--- src/rtl/rx_ring_pkg.sv ---
// rx_ring_pkg
// Sizes shared by the receive-ring writer and its byte packer, plus the
// extended ring pointer type. The pointer is one bit wider than the ring
// address so that "full" and "empty" can be told apart.
package rx_ring_pkg;
   localparam int RX_RING_ADDR_W = 5;
   localparam int RX_RING_BYTES  = 6;
   localparam int RX_RING_DATA_W = 8 * RX_RING_BYTES;
   localparam int RX_RING_LEN_W  = 16;

   // Ring address bits plus the wrap bit.
   typedef logic [RX_RING_ADDR_W:0] rx_ring_ptr_t;
endpackage

--- src/rtl/rx_ring_byte_packer.sv ---
// rx_ring_byte_packer
// Packs accepted bytes little-endian into a ring word and presents the
// finished word one cycle after its final byte is accepted.
// Ports:
//   clk, rst_n     clock, synchronous active-low reset
//   accept_i       a byte is accepted this cycle
//   byte_i         the byte being accepted
//   last_i         the accepted byte ends its frame
//   complete_o     combinational: this accept finishes a word
//   word_valid_o   registered: finished word is on word_data_o/word_be_o
//   word_data_o    finished word, unwritten lanes zero
//   word_be_o      lane enables of the finished word
module rx_ring_byte_packer
   import rx_ring_pkg::*;
#(
   parameter int BYTES_PER_WORD = RX_RING_BYTES
) (
   input  logic                          clk,
   input  logic                          rst_n,
   input  logic                          accept_i,
   input  logic [7:0]                    byte_i,
   input  logic                          last_i,
   output logic                          complete_o,
   output logic                          word_valid_o,
   output logic [8*BYTES_PER_WORD-1:0]   word_data_o,
   output logic [BYTES_PER_WORD-1:0]     word_be_o
);
   localparam int IDX_W  = $clog2(BYTES_PER_WORD);
   localparam int WORD_W = 8 * BYTES_PER_WORD;

   logic [IDX_W-1:0]          idx_q, idx_d;
   logic [WORD_W-1:0]         buf_q, buf_d;
   logic [BYTES_PER_WORD-1:0] be_q, be_d;
   logic                      word_valid_q, word_valid_d;
   logic [WORD_W-1:0]         word_data_q, word_data_d;
   logic [BYTES_PER_WORD-1:0] word_be_q, word_be_d;

   // Assembly buffer with this cycle's byte merged into its lane.
   logic [WORD_W-1:0]         merged_data;
   logic [BYTES_PER_WORD-1:0] merged_be;

   generate
      for (genvar gi = 0; gi < BYTES_PER_WORD; gi++) begin : g_lane
         logic hit;
         assign hit                     = accept_i && (idx_q == IDX_W'(gi));
         assign merged_data[8*gi +: 8]  = hit ? byte_i : buf_q[8*gi +: 8];
         assign merged_be[gi]           = hit | be_q[gi];
      end
   endgenerate

   assign complete_o = accept_i && (last_i || (idx_q == IDX_W'(BYTES_PER_WORD - 1)));

   always_comb begin
      idx_d        = idx_q;
      buf_d        = buf_q;
      be_d         = be_q;
      word_valid_d = complete_o;
      word_data_d  = word_data_q;
      word_be_d    = word_be_q;
      if (complete_o) begin
         // Hand the word off and clear at once so the next byte can land
         // in lane 0 on the very next cycle.
         word_data_d = merged_data;
         word_be_d   = merged_be;
         idx_d       = '0;
         buf_d       = '0;
         be_d        = '0;
      end else if (accept_i) begin
         buf_d = merged_data;
         be_d  = merged_be;
         idx_d = idx_q + 1'b1;
      end
   end

   always_ff @(posedge clk) begin
      if (!rst_n) begin
         idx_q        <= '0;
         buf_q        <= '0;
         be_q         <= '0;
         word_valid_q <= 1'b0;
         word_data_q  <= '0;
         word_be_q    <= '0;
      end else begin
         idx_q        <= idx_d;
         buf_q        <= buf_d;
         be_q         <= be_d;
         word_valid_q <= word_valid_d;
         word_data_q  <= word_data_d;
         word_be_q    <= word_be_d;
      end
   end

   assign word_valid_o = word_valid_q;
   assign word_data_o  = word_data_q;
   assign word_be_o    = word_be_q;
endmodule

--- src/rtl/rx_ring_writer.sv ---
// rx_ring_writer
// Producer side of the 32 x 48-bit receive ring: packs an RX byte stream
// into ring words, writes them through the RAM write port, keeps the write
// pointer against the consumer's read pointer (backpressure when full) and
// pulses frame_done with the frame length on the last word of each frame.
// Ports:
//   clk, rst_n                      clock, synchronous active-low reset
//   in_data/in_valid/in_last/in_ready   byte stream handshake
//   ram_wr_data/addr/en/byte_en     ring RAM write port
//   rd_ptr                          consumer extended read pointer
//   wr_ptr                          extended write pointer
//   used_words                      wr_ptr - rd_ptr (0..32)
//   frame_done/frame_len            frame completion pulse and length
//   frame_cnt                       completed-frame counter, present only
//                                   with RX_RING_WRITER_FRAME_CNT_EN defined
module rx_ring_writer
   import rx_ring_pkg::*;
#(
   parameter int ADDR_WIDTH     = RX_RING_ADDR_W,
   parameter int BYTES_PER_WORD = RX_RING_BYTES,
   parameter int LEN_WIDTH      = RX_RING_LEN_W
) (
   input  logic                          clk,
   input  logic                          rst_n,
   input  logic [7:0]                    in_data,
   input  logic                          in_valid,
   input  logic                          in_last,
   output logic                          in_ready,
   output logic [8*BYTES_PER_WORD-1:0]   ram_wr_data,
   output logic [ADDR_WIDTH-1:0]         ram_wr_addr,
   output logic                          ram_wr_en,
   output logic [BYTES_PER_WORD-1:0]     ram_wr_byte_en,
   input  logic [ADDR_WIDTH:0]           rd_ptr,
   output logic [ADDR_WIDTH:0]           wr_ptr,
   output logic [ADDR_WIDTH:0]           used_words,
   output logic                          frame_done,
   output logic [LEN_WIDTH-1:0]          frame_len
`ifdef RX_RING_WRITER_FRAME_CNT_EN
   ,
   output logic [15:0]                   frame_cnt
`endif
);
   localparam logic [ADDR_WIDTH:0] FULL_WORDS = (ADDR_WIDTH + 1)'(2 ** ADDR_WIDTH);

   logic [ADDR_WIDTH:0]   wr_ptr_q, wr_ptr_d;
   logic [ADDR_WIDTH-1:0] addr_q, addr_d;
   logic [LEN_WIDTH-1:0]  len_q, len_d;
   logic [LEN_WIDTH-1:0]  len_sat;
   logic                  done_q, done_d;
   logic [LEN_WIDTH-1:0]  frame_len_q, frame_len_d;
   logic                  accept;
   logic                  complete;

   // Occupancy counts the word being written this cycle, because the
   // pointer advances on the same edge that raises ram_wr_en.
   assign used_words = wr_ptr_q - rd_ptr;
   assign in_ready   = (used_words != FULL_WORDS);
   assign accept     = in_valid && in_ready;

   rx_ring_byte_packer #(
      .BYTES_PER_WORD (BYTES_PER_WORD)
   ) u_packer (
      .clk          (clk),
      .rst_n        (rst_n),
      .accept_i     (accept),
      .byte_i       (in_data),
      .last_i       (in_last),
      .complete_o   (complete),
      .word_valid_o (ram_wr_en),
      .word_data_o  (ram_wr_data),
      .word_be_o    (ram_wr_byte_en)
   );

   // Length including the byte accepted this cycle; sticks at all-ones.
   assign len_sat = (len_q == '1) ? len_q : len_q + 1'b1;

   always_comb begin
      wr_ptr_d    = wr_ptr_q;
      addr_d      = addr_q;
      len_d       = len_q;
      done_d      = complete && in_last;
      frame_len_d = done_d ? len_sat : '0;
      if (accept) begin
         len_d = done_d ? '0 : len_sat;
      end
      if (complete) begin
         addr_d   = wr_ptr_q[ADDR_WIDTH-1:0];
         wr_ptr_d = wr_ptr_q + 1'b1;
      end
   end

   always_ff @(posedge clk) begin
      if (!rst_n) begin
         wr_ptr_q    <= '0;
         addr_q      <= '0;
         len_q       <= '0;
         done_q      <= 1'b0;
         frame_len_q <= '0;
      end else begin
         wr_ptr_q    <= wr_ptr_d;
         addr_q      <= addr_d;
         len_q       <= len_d;
         done_q      <= done_d;
         frame_len_q <= frame_len_d;
      end
   end

   assign wr_ptr      = wr_ptr_q;
   assign ram_wr_addr = addr_q;
   assign frame_done  = done_q;
   assign frame_len   = frame_len_q;

`ifdef RX_RING_WRITER_FRAME_CNT_EN
   logic [15:0] cnt_q, cnt_d;

   always_comb begin
      cnt_d = cnt_q;
      if (done_d) begin
         cnt_d = cnt_q + 16'd1;
      end
   end

   always_ff @(posedge clk) begin
      if (!rst_n) begin
         cnt_q <= '0;
      end else begin
         cnt_q <= cnt_d;
      end
   end

   assign frame_cnt = cnt_q;
`endif
endmodule

--- config.mk ---
export PLATFORM = sky130hd
export DESIGN_NAME = rx_ring_writer
export DESIGN_NICKNAME = d
export VERILOG_FILES = /design/src/rtl/rx_ring_pkg.sv /design/src/rtl/rx_ring_byte_packer.sv /design/src/rtl/rx_ring_writer.sv
export SDC_FILE = /design/constraint.sdc
export NUM_CORES = 1
export LEC_CHECK = 0
export BUFFER_PORTS_ARGS = -buffer_cell sky130_fd_sc_hd__buf_2
export CAP_MARGIN = 25
export CORE_ASPECT_RATIO = 0.5
export CORE_MARGIN = 2
export CORE_UTILIZATION = 60
export CTS_BUF_LIST = sky130_fd_sc_hd__clkbuf_8 sky130_fd_sc_hd__clkbuf_16
export DETAILED_ROUTE_END_ITERATION = 7
export PLACE_DENSITY_LB_ADDON = 0.2
export SLEW_MARGIN = 20
export SYNTH_ARGS = -nofsm -noshare
export SYNTH_HDL_FRONTEND = slang
export SYNTH_SLANG_ARGS = --single-unit
--- constraint.sdc ---
create_clock -name clk -period 5.4 [get_ports clk]
set_input_delay 1.08 -clock clk [delete_from_list [all_inputs] [get_ports clk]]
set_output_delay 1.08 -clock clk [all_outputs]
set_load 0.02 [all_outputs]
==> impl_results.md <==
- Clk_lat worst skew: 420 ps
- Top FF cell, synth: dfxtp_1
- Leakage: 3.260 nW
- Worst setup EP type: primary output
- Maximum VDD drop: 0.2075 mV
- Violation count after the first detailed-route iteration: 547
- Mean Syn Cell Area: 8.941 um^2
- CTS sink count: 156
- Simple-gate share of the synthesized area: 14.66%
- Hold crit path type: reg2reg
- Crit path from: rd_ptr[2]
- Crit-path slowest cell: o211a_2
- Top sig layer: met4
- Synth Area in Adders: 2.527%
- Status: completed
- Cells after Synth: 753
- Commonest cells after routing, fill and taps aside: dfxtp_1, buf_2, a21oi_1
- Num CTS Buffers: 17
- Pre-antenna DRT Iters: 5
- Power Density: 337.7 mW/mm^2
- Synthesis-stage register bit count: 156
- GP Congestion: 0.8319
- Largest family of logic cells by synthesized area: compound AO/OA/AOI/OAI gates
- Vias in the first global route: 5552
- Nets@finish: 851
- Yosys cell types: 55
- Crit path kind: in2out
- Max H-tree Level: 4
- Part of the cycle the worst path needs: 75.49%
- Most common cell after layout, fill and taps aside: dfxtp_1
- Multi-input gate area: 0.003238 mm^2
- Area occupied by registers: 0.003123 mm^2
- Crit Path Max Fanout: 20
- M1 WL: 7960 um
- Hold buffer count at cts: 0
- Buffers on Ports: 107
- Row cnt: 27
- Post-synthesis cell area: 0.006733 mm^2
- Ys async rst share: 0%
- Root Buffer Master: clkbuf_16
- Slew Limit Fails: 0
- Min Clock Period, post-route: 4076 ps
- Detailed Route WL: 17130 um
- Worst path most repeated cell: buf_2
- Relative slew slack: 32.62%
- Post-synthesis compound-gate area fraction: 26.11%
- Actual slew at the worst max-slew pin: 1011 ps
- Post-Synth XOR/XNOR Area: 1.691%
- CP Launch Type: input pin
- Mux cell area share after synthesis: 2.825%
- CTS tree: built
- Setup TNS: 0 ps
- Vias: 6114
- Yosys warns: 0
- First-pass GRT wire length: 28330 um
- Hold slack: 437.2 ps
- Max Freq: 245.3 MHz
- Layout cells sized above 1: 20.29%
- Routed length on met2: 7723 um
- Post-CTS setup buffer count: 0
- Wirelength per Cell: 17.51 um
- IO Pins: 108
- WL met3: 1246 um
- WP data required: 4320 ps
- EDFF count, synth: 0
- Die Ht: 78.91 um
- Number of diodes: 0
- Fill cells: 863
- Initial antenna violation count: 0
- Count of final setup violators: 0
- Die width: 153.8 um
- Vias per cell: 6.252
- Die ar.: 0.01214 mm^2
- Flop-to-flop setup slack: 1750 ps
- Worst EP arrival: 3000 ps
- Drc violations: 0
- MaxCap Viol Count: 0
- Max incr delay on CP: 290 ps
- Total congestion overflow: 0
- Post-cts gate resize count: 0
- Critical path cell sequence: buf_2 > inv_1 > ha_1 > or2_1 > o221a_1 > a31o_1 > o211a_2 > inv_2 > buf_2
- Core Util, Final: 71.16%
- DRT antenna net count: 0
- Initial Util: 61.32%
- Clock-pin slew on the worst setup and hold paths: 60 ps
- Min-Delay Startpoint: u_packer.buf_q[44]
- Tot GR Track Use: 28.77%
- Post-DP HPWL: 10540 um
- Clk_skew: 9.240 ps
- Net Count, Synth: 784
- Fin. Hold Viols: 0
- Core Region: 0.01098 mm^2
- Register area share after synthesis: 46.39%
- Largest net degree at the start of global routing: 95
- Clock Path Buffers: 2
- R2R Path Start: wr_ptr[0]
- Area delta synth->final: 16.04%
- RSZ-0062 raised after global routing: false
## layout make-up
| type | instances | area share [%] |
|---|---|---|
| flip-flops and latches | 156 | 39.97 |
| repair buffers | 115 | 7.623 |
| well taps | 145 | 2.322 |
| clock buffers | 19 | 5.798 |
| clock inverters | 13 | 1.489 |
| inverters | 28 | 1.345 |
| multi-input cells | 502 | 41.45 |
## critical path: cells and delay by family
family / cells / cell delay, ps
buffers and inverters: 4 / 640
AO/OA/AOI/OAI: 3 / 790
adder cells (fa/ha/maj): 1 / 230
AND/OR/NAND/NOR: 1 / 250
## Yosys cell counts (2+ instances only)
cell type / n / area (um^2)
nand2b_1: 3 / 18.77
a21o_1: 3 / 22.52
buf_2: 12 / 60.06
xnor2_1: 7 / 61.31
o221a_2: 8 / 90.09
dfxtp_1: 156 / 3123
nand2_1: 28 / 105.1
or3_1: 17 / 106.4
nor4_1: 3 / 18.77
o21ai_0: 60 / 300.3
o21ai_1: 3 / 15.01
o21ba_2: 3 / 30.03
o311ai_1: 4 / 35.03
a21oi_1: 89 / 445.4
or4_1: 4 / 30.03
o311a_1: 3 / 30.03
nor2b_1: 2 / 12.51
a311oi_1: 24 / 210.2
clkbuf_1: 52 / 195.2
nor2_1: 43 / 161.4
nor3_1: 8 / 40.04
and2_1: 2 / 12.51
a211oi_1: 5 / 37.54
o22ai_1: 3 / 18.77
nand3_1: 56 / 280.3
o41ai_2: 5 / 81.33
inv_1: 27 / 101.4
buf_6: 2 / 22.52
o211a_1: 18 / 180.2
ha_1: 12 / 150.1
nand4b_1: 3 / 26.28
o31ai_1: 4 / 30.03
o211ai_1: 5 / 37.54
o221a_1: 2 / 22.52
nand3b_1: 4 / 30.03
o21a_1: 2 / 15.01
nand4_1: 14 / 87.58
a31oi_1: 17 / 106.4
mux2i_1: 19 / 190.2
xor2_1: 6 / 52.55
## power by group
part           leakage (nW)  internal [mW]  total (mW)  switching (mW)
combinational          1.71         0.0903       0.280           0.190
clock                 0.281          0.661        1.15           0.485
sequential             1.27           1.19        1.21          0.0218
## cell families (layout without fill, tap and decap cells)
logic type               count (synthesis)  count (layout)
AO/OA/AOI/OAI                          263             263
AND/OR/NAND/NOR                        194             194
buffers and inverters                   95             175
flip-flops                             156             156
adder cells (fa/ha/maj)                 13              13
multiplexers                            19              19
XOR/XNOR                                13              13
## path summary, 6_finish.rpt
check / cells after the start / end
setup / recovery: 9 / in_ready
hold / removal: 2 / u_packer.buf_q[44]
hold reg to reg: 2 / u_packer.buf_q[44]
setup reg to reg: 11 / u_packer.idx_q[2]
## per-stage QoR
| step | area (um^2) | total power, mW | setup slack [ps] | std cells |
|---|---|---|---|---|
| floorplan | 6733 | 1.424 | 1431 | 753 |
| global placement | 7243 | 1.507 | 1233 | 946 |
| detailed placement | 7243 | 1.512 | 1115 | 946 |
| CTS | 7812 | 2.642 | 1355 | 978 |
| global route | 7812 | 2.728 | 1220 | 978 |
| finish | 7812 | 2.639 | 1324 | 978 |
## registers in the layout, summed over array words and instances (netlist names)
signal                 count
u_packer.idx_q             3
u_packer.word_be_o         6
frame_done                 1
u_packer.buf_q            48
frame_len                 16
len_q                     16
u_packer.word_valid_o      1
u_packer.word_data_o      48
ram_wr_addr                5
u_packer.be_q              6
wr_ptr                     6
## routing by layer
metal | GRT usage [%] | vias up
met5 | 0 | -
met4 | 8.318 | 0
met3 | 6.059 | 25
met2 | 45.72 | 246
met1 | 39.97 | 2912
li1 | - | 2931
Note: power is estimated with default switching activity, not from simulation.
